File: src/rtl/goruntu_pkg.sv
// ---------------------------------------------------------------------------
// goruntu_pkg
//   Shared constants and types for the frame-streaming controller that sits
//   between RAM1 (source pixels), the image-processing core and RAM2
//   (results).
//   PIKSEL_SAYISI : pixels per frame (320x240)
//   ADR_W         : RAM address width, 2**ADR_W >= PIKSEL_SAYISI
//   VERI_W        : pixel width
//   gonder_durum_e: send-side FSM state encoding
// ---------------------------------------------------------------------------
package goruntu_pkg;

    localparam int PIKSEL_SAYISI = 76800;
    localparam int ADR_W         = 17;
    localparam int VERI_W        = 8;

    typedef enum logic [2:0] {
        BOSTA     = 3'd0,
        OKU       = 3'd1,
        BEKLE     = 3'd2,
        GONDER    = 3'd3,
        SON_BEKLE = 3'd4,
        BITTI     = 3'd5
    } gonder_durum_e;

endpackage

File: src/rtl/goruntu_akis_denetleyici_piksel_yazici.sv
// ---------------------------------------------------------------------------
// piksel_yazici
//   RAM2 write path. Every valid core result is written, in arrival order,
//   to the next RAM2 address while the frame has room. A result arriving
//   once the frame is full is dropped and flagged through the sticky
//   fazla_o bit. The core has no backpressure, so a result is either taken
//   in the cycle it is presented or lost.
//
//   clk_i, rst_i    : clock, asynchronous active-high reset
//   temizle_i       : accepted frame start; clears counter and fazla_o
//   etkin_i         : frame in progress (results are only taken then)
//   gecerli_i       : core result valid
//   veri_i          : core result data
//   yazilan_o       : number of results written this frame
//   fazla_o         : sticky, result seen after frame was full
//   ram2_*_o        : registered RAM2 write port
// ---------------------------------------------------------------------------
module piksel_yazici #(
    parameter int PIKSEL_SAYISI = goruntu_pkg::PIKSEL_SAYISI,
    parameter int ADR_W         = goruntu_pkg::ADR_W,
    parameter int VERI_W        = goruntu_pkg::VERI_W
) (
    input  logic              clk_i,
    input  logic              rst_i,
    input  logic              temizle_i,
    input  logic              etkin_i,
    input  logic              gecerli_i,
    input  logic [VERI_W-1:0] veri_i,
    output logic [ADR_W:0]    yazilan_o,
    output logic              fazla_o,
    output logic              ram2_en_o,
    output logic              ram2_we_o,
    output logic [ADR_W-1:0]  ram2_addr_o,
    output logic [VERI_W-1:0] ram2_veri_o
);
    import goruntu_pkg::*;

    localparam logic [ADR_W:0] TAM = (ADR_W+1)'(PIKSEL_SAYISI);
    localparam logic [ADR_W:0] BIR = (ADR_W+1)'(1);

    logic [ADR_W:0]    yazilan_q,   yazilan_d;
    logic              fazla_q,     fazla_d;
    logic              ram2_en_q,   ram2_en_d;
    logic              ram2_we_q,   ram2_we_d;
    logic [ADR_W-1:0]  ram2_addr_q, ram2_addr_d;
    logic [VERI_W-1:0] ram2_veri_q, ram2_veri_d;
    logic              yer_var;

    always_comb begin
        yazilan_d   = yazilan_q;
        fazla_d     = fazla_q;
        ram2_en_d   = 1'b0;
        ram2_we_d   = 1'b0;
        ram2_addr_d = ram2_addr_q;
        ram2_veri_d = ram2_veri_q;
        yer_var     = (yazilan_q < TAM);

        if (temizle_i) begin
            yazilan_d = '0;
            fazla_d   = 1'b0;
        end else if (etkin_i && gecerli_i) begin
            if (yer_var) begin
                ram2_en_d   = 1'b1;
                ram2_we_d   = 1'b1;
                ram2_addr_d = yazilan_q[ADR_W-1:0];
                ram2_veri_d = veri_i;
                yazilan_d   = yazilan_q + BIR;
            end else begin
                // frame already full: drop the result, remember it
                fazla_d = 1'b1;
            end
        end
    end

    always_ff @(posedge clk_i or posedge rst_i) begin
        if (rst_i) begin
            yazilan_q   <= '0;
            fazla_q     <= 1'b0;
            ram2_en_q   <= 1'b0;
            ram2_we_q   <= 1'b0;
            ram2_addr_q <= '0;
            ram2_veri_q <= '0;
        end else begin
            yazilan_q   <= yazilan_d;
            fazla_q     <= fazla_d;
            ram2_en_q   <= ram2_en_d;
            ram2_we_q   <= ram2_we_d;
            ram2_addr_q <= ram2_addr_d;
            ram2_veri_q <= ram2_veri_d;
        end
    end

    assign yazilan_o   = yazilan_q;
    assign fazla_o     = fazla_q;
    assign ram2_en_o   = ram2_en_q;
    assign ram2_we_o   = ram2_we_q;
    assign ram2_addr_o = ram2_addr_q;
    assign ram2_veri_o = ram2_veri_q;

endmodule

File: src/rtl/goruntu_akis_denetleyici.sv
// ---------------------------------------------------------------------------
// goruntu_akis_denetleyici
//   Streams one frame: reads pixels from RAM1, hands them to the processing
//   core over valid/ready, and lets piksel_yazici store the core results in
//   RAM2. Reports busy, done, missing-result and overflow status.
//
//   clk_i, rst_i          : clock, asynchronous active-high reset
//   baslat_i              : start pulse, honoured in BOSTA and BITTI only
//   mesgul_o              : frame in progress
//   son_o                 : frame complete (level until next start)
//   eksik_o               : core finished with results missing (sticky)
//   fazla_o               : result arrived after frame full (sticky)
//   ram1_en_o/addr_o      : RAM1 read port, data on ram1_veri_i one cycle later
//   islem_en_o            : core enable
//   islem_veri_o/gecerli_o: pixel to core, islem_hazir_i accepts it
//   islem_veri_i/gecerli_i: core result (no backpressure)
//   islem_bitti_i         : core reports frame finished
//   ram2_*_o              : RAM2 write port
//
//   state     | meaning
//   ----------+---------------------------------------------------------
//   BOSTA     | idle after reset, waiting for start
//   OKU       | RAM1 read issued for pixel okunan
//   BEKLE     | RAM1 latency cycle, data captured on exit
//   GONDER    | pixel offered to core until accepted
//   SON_BEKLE | all pixels sent, waiting for all results or core finish
//   BITTI     | frame done, status held, waiting for next start
// ---------------------------------------------------------------------------
module goruntu_akis_denetleyici #(
    parameter int PIKSEL_SAYISI = goruntu_pkg::PIKSEL_SAYISI,
    parameter int ADR_W         = goruntu_pkg::ADR_W,
    parameter int VERI_W        = goruntu_pkg::VERI_W
) (
    input  logic              clk_i,
    input  logic              rst_i,
    input  logic              baslat_i,
    output logic              mesgul_o,
    output logic              son_o,
    output logic              eksik_o,
    output logic              fazla_o,
    output logic              ram1_en_o,
    output logic [ADR_W-1:0]  ram1_addr_o,
    input  logic [VERI_W-1:0] ram1_veri_i,
    output logic              islem_en_o,
    output logic [VERI_W-1:0] islem_veri_o,
    output logic              islem_gecerli_o,
    input  logic              islem_hazir_i,
    input  logic [VERI_W-1:0] islem_veri_i,
    input  logic              islem_gecerli_i,
    input  logic              islem_bitti_i,
    output logic              ram2_en_o,
    output logic              ram2_we_o,
    output logic [ADR_W-1:0]  ram2_addr_o,
    output logic [VERI_W-1:0] ram2_veri_o
);
    import goruntu_pkg::*;

    localparam logic [ADR_W:0] TAM     = (ADR_W+1)'(PIKSEL_SAYISI);
    localparam logic [ADR_W:0] SON_IDX = (ADR_W+1)'(PIKSEL_SAYISI - 1);
    localparam logic [ADR_W:0] BIR     = (ADR_W+1)'(1);

    gonder_durum_e     durum_q,      durum_d;
    logic [ADR_W:0]    okunan_q,     okunan_d;
    logic [ADR_W:0]    gonderilen_q, gonderilen_d;
    logic              mesgul_q,     mesgul_d;
    logic              son_q,        son_d;
    logic              eksik_q,      eksik_d;
    logic              ram1_en_q,    ram1_en_d;
    logic [ADR_W-1:0]  ram1_addr_q,  ram1_addr_d;
    logic              islem_en_q,   islem_en_d;
    logic [VERI_W-1:0] islem_veri_q, islem_veri_d;
    logic              gecerli_q,    gecerli_d;

    logic              basla;
    logic [ADR_W:0]    yazilan;

    assign basla = baslat_i && ((durum_q == BOSTA) || (durum_q == BITTI));

    piksel_yazici #(
        .PIKSEL_SAYISI (PIKSEL_SAYISI),
        .ADR_W         (ADR_W),
        .VERI_W        (VERI_W)
    ) u_piksel_yazici (
        .clk_i       (clk_i),
        .rst_i       (rst_i),
        .temizle_i   (basla),
        .etkin_i     (mesgul_q),
        .gecerli_i   (islem_gecerli_i),
        .veri_i      (islem_veri_i),
        .yazilan_o   (yazilan),
        .fazla_o     (fazla_o),
        .ram2_en_o   (ram2_en_o),
        .ram2_we_o   (ram2_we_o),
        .ram2_addr_o (ram2_addr_o),
        .ram2_veri_o (ram2_veri_o)
    );

    always_comb begin
        durum_d      = durum_q;
        okunan_d     = okunan_q;
        gonderilen_d = gonderilen_q;
        mesgul_d     = mesgul_q;
        son_d        = son_q;
        eksik_d      = eksik_q;
        ram1_en_d    = ram1_en_q;
        ram1_addr_d  = ram1_addr_q;
        islem_en_d   = islem_en_q;
        islem_veri_d = islem_veri_q;
        gecerli_d    = gecerli_q;

        case (durum_q)
            BOSTA, BITTI: begin
                if (baslat_i) begin
                    // first read goes out with the start, so address 0 is
                    // already on the RAM1 port in the first OKU cycle
                    durum_d      = OKU;
                    mesgul_d     = 1'b1;
                    islem_en_d   = 1'b1;
                    son_d        = 1'b0;
                    eksik_d      = 1'b0;
                    ram1_en_d    = 1'b1;
                    ram1_addr_d  = '0;
                    okunan_d     = BIR;
                    gonderilen_d = '0;
                end
            end
            OKU: begin
                durum_d   = BEKLE;
                ram1_en_d = 1'b0;
            end
            BEKLE: begin
                durum_d      = GONDER;
                islem_veri_d = ram1_veri_i;
                gecerli_d    = 1'b1;
            end
            GONDER: begin
                if (islem_hazir_i) begin
                    gecerli_d    = 1'b0;
                    gonderilen_d = gonderilen_q + BIR;
                    // okunan guard keeps reads inside the frame even if the
                    // two counters were ever to disagree
                    if ((gonderilen_q == SON_IDX) || (okunan_q >= TAM)) begin
                        durum_d = SON_BEKLE;
                    end else begin
                        durum_d     = OKU;
                        ram1_en_d   = 1'b1;
                        ram1_addr_d = okunan_q[ADR_W-1:0];
                        okunan_d    = okunan_q + BIR;
                    end
                end
            end
            SON_BEKLE: begin
                // a full frame takes priority over a simultaneous finish
                if (yazilan == TAM) begin
                    durum_d    = BITTI;
                    son_d      = 1'b1;
                    mesgul_d   = 1'b0;
                    islem_en_d = 1'b0;
                end else if (islem_bitti_i) begin
                    durum_d    = BITTI;
                    son_d      = 1'b1;
                    eksik_d    = 1'b1;
                    mesgul_d   = 1'b0;
                    islem_en_d = 1'b0;
                end
            end
            default: begin
                durum_d    = BOSTA;
                mesgul_d   = 1'b0;
                islem_en_d = 1'b0;
                ram1_en_d  = 1'b0;
                gecerli_d  = 1'b0;
            end
        endcase
    end

    always_ff @(posedge clk_i or posedge rst_i) begin
        if (rst_i) begin
            durum_q      <= BOSTA;
            okunan_q     <= '0;
            gonderilen_q <= '0;
            mesgul_q     <= 1'b0;
            son_q        <= 1'b0;
            eksik_q      <= 1'b0;
            ram1_en_q    <= 1'b0;
            ram1_addr_q  <= '0;
            islem_en_q   <= 1'b0;
            islem_veri_q <= '0;
            gecerli_q    <= 1'b0;
        end else begin
            durum_q      <= durum_d;
            okunan_q     <= okunan_d;
            gonderilen_q <= gonderilen_d;
            mesgul_q     <= mesgul_d;
            son_q        <= son_d;
            eksik_q      <= eksik_d;
            ram1_en_q    <= ram1_en_d;
            ram1_addr_q  <= ram1_addr_d;
            islem_en_q   <= islem_en_d;
            islem_veri_q <= islem_veri_d;
            gecerli_q    <= gecerli_d;
        end
    end

    assign mesgul_o        = mesgul_q;
    assign son_o           = son_q;
    assign eksik_o         = eksik_q;
    assign ram1_en_o       = ram1_en_q;
    assign ram1_addr_o     = ram1_addr_q;
    assign islem_en_o      = islem_en_q;
    assign islem_veri_o    = islem_veri_q;
    assign islem_gecerli_o = gecerli_q;

endmodule

File: config.mk
export PLATFORM = sky130hd
export DESIGN_NAME = goruntu_akis_denetleyici
export DESIGN_NICKNAME = d
export VERILOG_FILES = /design/src/rtl/goruntu_pkg.sv /design/src/rtl/goruntu_akis_denetleyici_piksel_yazici.sv /design/src/rtl/goruntu_akis_denetleyici.sv
export SDC_FILE = /design/constraint.sdc
export NUM_CORES = 1
export LEC_CHECK = 0
export BUFFER_PORTS_ARGS = -buffer_cell sky130_fd_sc_hd__buf_2
export CAP_MARGIN = 0
export CORE_ASPECT_RATIO = 2
export CORE_MARGIN = 2
export CORE_UTILIZATION = 33
export CTS_BUF_LIST = sky130_fd_sc_hd__clkbuf_4
export DETAILED_ROUTE_END_ITERATION = 8
export HOLD_SLACK_MARGIN = 0.08
export PLACE_DENSITY = 0.61
export REMOVE_ABC_BUFFERS = 1
export SYNTH_ARGS = -nofsm -noshare
export SYNTH_HDL_FRONTEND = slang
export SYNTH_SLANG_ARGS = --single-unit
File: constraint.sdc
create_clock -name clk_i -period 3.5 [get_ports clk_i]
set_input_delay 0.525 -clock clk_i [delete_from_list [all_inputs] [get_ports clk_i]]
set_output_delay 0.525 -clock clk_i [all_outputs]
set_load 0.01 [all_outputs]
==> impl_metrics.ini <==
[routing]
drt-initial-drc-count = 177
detailroute.via_count = 4234
first_pass_iters = 4
post_drt_via_cell_ratio = 5.21
route.antenna.remaining_nets = 0
route.detailed.wl_per_inst_um = 15.4
routed_wl_mm = 12.5
drt_drc_violations_left = 0

[min_path]
timing.hold.worst.class = in2async

[sta]
clock-skew-final_ns = 0.0275
max_slew_margin_pct = 48.1
final_hold_viol_count = 0
final_period_minus_worst_setup_slack_ns = 2.49
final-setup-viol-count = 0
max_freq_mhz = 401
finalHoldWorstSlack_ns = 0.130
rsz0062_at_grt = false
tightestPinTransition_ns = 0.777
slew_limit_fails = 0
fin_setup_tns_ns = 0
layout_setup_ws_ns = 1.01
finalCritPeriodShare_pct = 71.3

[floorplanning]
starting_density_of_the_core_pct = 33.8
boundaryPins = 81
floorplan.die.width_um = 95.3
chip_height_um = 187
core_area_um2 = 16300
num_rows = 66
floorplan.die_area_um2 = 17800

[synthesis]
synth_edf_count = 0
synth.avg_cell_area_um2 = 10.5
synth_xor_area_share_pct = 4.46
synth_top_family_by_area = simple AND/OR/NAND/NOR gates
synth_seq_area_share_pct = 51.9
synthesis.instances = 523
area_fraction_in_compound_gates_after_synthesis_pct = 11.1
mux_cell_area_share_after_synthesis_pct = 7.87
yosys-top-cells-area = sky130_fd_sc_hd__dfrtp_1, sky130_fd_sc_hd__mux2_2, sky130_fd_sc_hd__xnor2_1
synth.lib_cells_used.distinct = 61
synthesis.area_um2 = 5500
synth_simple_gate_area_share_pct = 19.5
yosys_warnings = 0
synth_top_flop_cell = sky130_fd_sc_hd__dfrtp_1
synth_top_cell_area_share_pct = 51.9
synth_largest_area_cell = sky130_fd_sc_hd__dfrtp_1
synth-async-reset-ratio_pct = 100
postSynthRegisterBits = 114
synth_fa_ha_area_share_pct = 1.14

[final_layout]
filler_cells_inserted = 1624
finalCoreUtilization_pct = 39.1
flow.area_growth_from_synthesis_pct = 15.6
multiInputGateArea_um2 = 2420
final_layout_size_suffix_gt1_share_pct = 27.5
final_net_count = 622
final-seq-area_um2 = 2850

[status]
outcome = complete, no violations

[power]
clock_power_share_pct = 26.9
p_leak_nw = 2.88
cell_internal_pwr_mw = 2.51
combPwrFrac_pct = 27.8
total_switching_power_mw = 1.43
power_frac_seq_pct = 45.4
switching_fraction_of_total_power_pct = 36.2
power.ir.vdd_worst_v = 0.000448
finalPower_mw = 3.94
power_per_unit_of_standard_cell_area_nw_per_um2 = 619

[critical_path]
setup.worst_path.class = reg2reg
critical_path.startpoint_type = register
destination_of_the_critical_timing_path = u_piksel_yazici.ram2_addr_o[6]$_DFFE_PP0P_
timing.critical_path.required_ns = 3.91
critPathMaxFanout = 26
rr_worst_depth = 4
arrival_time_worst_endpoint_ns = 2.91
critical_path.reg2reg.startpoint = u_piksel_yazici.yazilan_o[14]$_DFFE_PP0P_
reg2reg_setup_slack_ns = 1.01
regToRegEndpoint = u_piksel_yazici.ram2_addr_o[6]$_DFFE_PP0P_
setup.worst_path.start = u_piksel_yazici.yazilan_o[14]$_DFFE_PP0P_
critPathCaptureType = register

[grt]
grt_pass1_wl_mm = 20.9
maximum_number_of_pins_on_one_net_before_global_route_repair = 115
global_route.overflow_total = 0
grt.total_usage_pct = 14.8
vias_in_the_first_global_route = 4354
antenna_found_initial = 1

[run]
maxCapViolations = 0

[place]
dp_worst_setup_slack_ns = 0.991
place_congestion = 0.895
port_buffers = 80
dp_hpwl_mm = 8.73

[clock_tree]
post_cts.resized_instances = 0
htreeDepth = 4
count_of_hold_buffers_inserted_by_post_cts_repair = 0
cts_made_buffers = 17
clock_sink_count = 114
cts_root_buffer = sky130_fd_sc_hd__clkbuf_4
post_cts.repair.setup_buffers = 0
cts_tree = yes
clkSlewWorstSetupHoldPaths_ns = 0.13
buffers_from_clock_root_to_sink_at_most = 2
clk-insertion-delay-late_ns = 0.54
==> cells in the mapped netlist, types with 15 or more instances <==
master,count
sky130_fd_sc_hd__a21oi_1,21
sky130_fd_sc_hd__clkbuf_1,15
sky130_fd_sc_hd__dfrtp_1,114
sky130_fd_sc_hd__inv_1,15
sky130_fd_sc_hd__mux2_2,33
sky130_fd_sc_hd__nand2_1,44
sky130_fd_sc_hd__nand3_1,19
sky130_fd_sc_hd__nand4_1,17
sky130_fd_sc_hd__nor2_1,38
sky130_fd_sc_hd__nor4_1,15
sky130_fd_sc_hd__o21ai_0,28
sky130_fd_sc_hd__xnor2_1,21
==> how the worst min path moves through the flow <==
stage,cells past startpoint,startpoint,end,slack [ns]
floorplan,1,okunan_q[17]$_DFFE_PP0P_,okunan_q[17]$_DFFE_PP0P_,0.48
global placement,1,islem_gecerli_o$_DFFE_PP0P_,islem_gecerli_o$_DFFE_PP0P_,0.46
detailed placement,1,islem_gecerli_o$_DFFE_PP0P_,islem_gecerli_o$_DFFE_PP0P_,0.47
CTS,3,rst_i,ram1_addr_o[16]$_DFFE_PP0P_,0.13
global route,3,rst_i,ram1_addr_o[16]$_DFFE_PP0P_,0.12
finish,3,rst_i,okunan_q[15]$_DFFE_PP0P_,0.13
==> layer usage <==
| layer | global-route usage [%] | vias to the layer above | part of all wire (%) |
|---|---|---|---|
| li1 | - | 2030 | - |
| met3 | 3.47 | 23 | 3.1 |
| met4 | 7.13 | 0 | 2.3 |
| met5 | 0 | - | 0 |
| met2 | 27.2 | 90 | 56 |
| met1 | 15.2 | 2091 | 38 |
==> sequential cells by signal, summed over array words and instances, names as in the netlist, 3 cells and up <==
register and cells:
okunan_q 18, u_piksel_yazici.ram2_addr_o 17, ram1_addr_o 17, u_piksel_yazici.yazilan_o 18
gonderilen_q 18, durum_q 3, u_piksel_yazici.ram2_veri_o 8, islem_veri_o 8
==> logic make-up after synthesis <==
kind of cell               after synthesis
and+or+nand+nor                        194
buffers and inverters                   48
DFF                                    114
muxes                                   39
adders and majority gates                5
AOI/OAI and AO/OA                       95
xor gates and xnor gates                28
==> cell usage in the layout (no fill, tap or decap), types with 4 or more instances in the layout <==
| master | n |
|---|---|
| sky130_fd_sc_hd__dfrtp_1 | 114 |
| sky130_fd_sc_hd__buf_2 | 80 |
| sky130_fd_sc_hd__nand2_1 | 44 |
| sky130_fd_sc_hd__nor2_1 | 38 |
| sky130_fd_sc_hd__mux2_2 | 33 |
| sky130_fd_sc_hd__o21ai_0 | 28 |
| sky130_fd_sc_hd__xnor2_1 | 21 |
| sky130_fd_sc_hd__a21oi_1 | 21 |
| sky130_fd_sc_hd__nand3_1 | 19 |
| sky130_fd_sc_hd__nand4_1 | 17 |
| sky130_fd_sc_hd__clkbuf_4 | 17 |
| sky130_fd_sc_hd__nor4_1 | 15 |
| sky130_fd_sc_hd__inv_1 | 14 |
| sky130_fd_sc_hd__o21ai_1 | 11 |
| sky130_fd_sc_hd__or4_1 | 10 |
| sky130_fd_sc_hd__o31ai_1 | 10 |
| sky130_fd_sc_hd__nor3_1 | 8 |
| sky130_fd_sc_hd__xor2_1 | 7 |
| sky130_fd_sc_hd__and3_1 | 6 |
| sky130_fd_sc_hd__nand2b_1 | 6 |
| sky130_fd_sc_hd__and2_1 | 5 |
| sky130_fd_sc_hd__mux2i_1 | 5 |
| sky130_fd_sc_hd__ha_1 | 5 |
| sky130_fd_sc_hd__inv_6 | 5 |
| sky130_fd_sc_hd__buf_4 | 5 |
| sky130_fd_sc_hd__and4_1 | 4 |
| sky130_fd_sc_hd__or3_1 | 4 |
==> metrics by stage <==
step	cells	cell area (um^2)
after floorplan	490	5330
after global placement	780	6050
after detailed placement	780	6050
after CTS	812	6360
after global routing	813	6360
final	813	6360
==> power groups by stage <==
stage / clock network, mW / registers, mW / logic, mW
finish: 1.06 / 1.79 / 1.09
global placement: 0 / 1.80 / 1.08
global route: 1.15 / 1.83 / 1.21
detailed placement: 0 / 1.81 / 1.11
floorplan: 0 / 1.83 / 0.655
CTS: 1.10 / 1.79 / 1.11
==> cell type report <==
| cell class | instances | area share [%] |
|---|---|---|
| antenna | 1 | 0.0393 |
| sequential | 114 | 44.9 |
| clock buffer | 17 | 2.01 |
| tap | 204 | 4.01 |
| multi-input combinational | 361 | 38.1 |
| timing repair buffer | 86 | 7.20 |
| clock inverter | 15 | 2.83 |
| inverter | 15 | 0.925 |
==> worst max-delay path: stages (launching register included) <==
cell	delay [ns]
sky130_fd_sc_hd__dfrtp_1	0.45
sky130_fd_sc_hd__o21ai_1	0.31
sky130_fd_sc_hd__o2111ai_2	0.45
sky130_fd_sc_hd__nor2_4	0.75
sky130_fd_sc_hd__mux2_2	0.41
No activity file was read; power rests on OpenSTA's default activity.
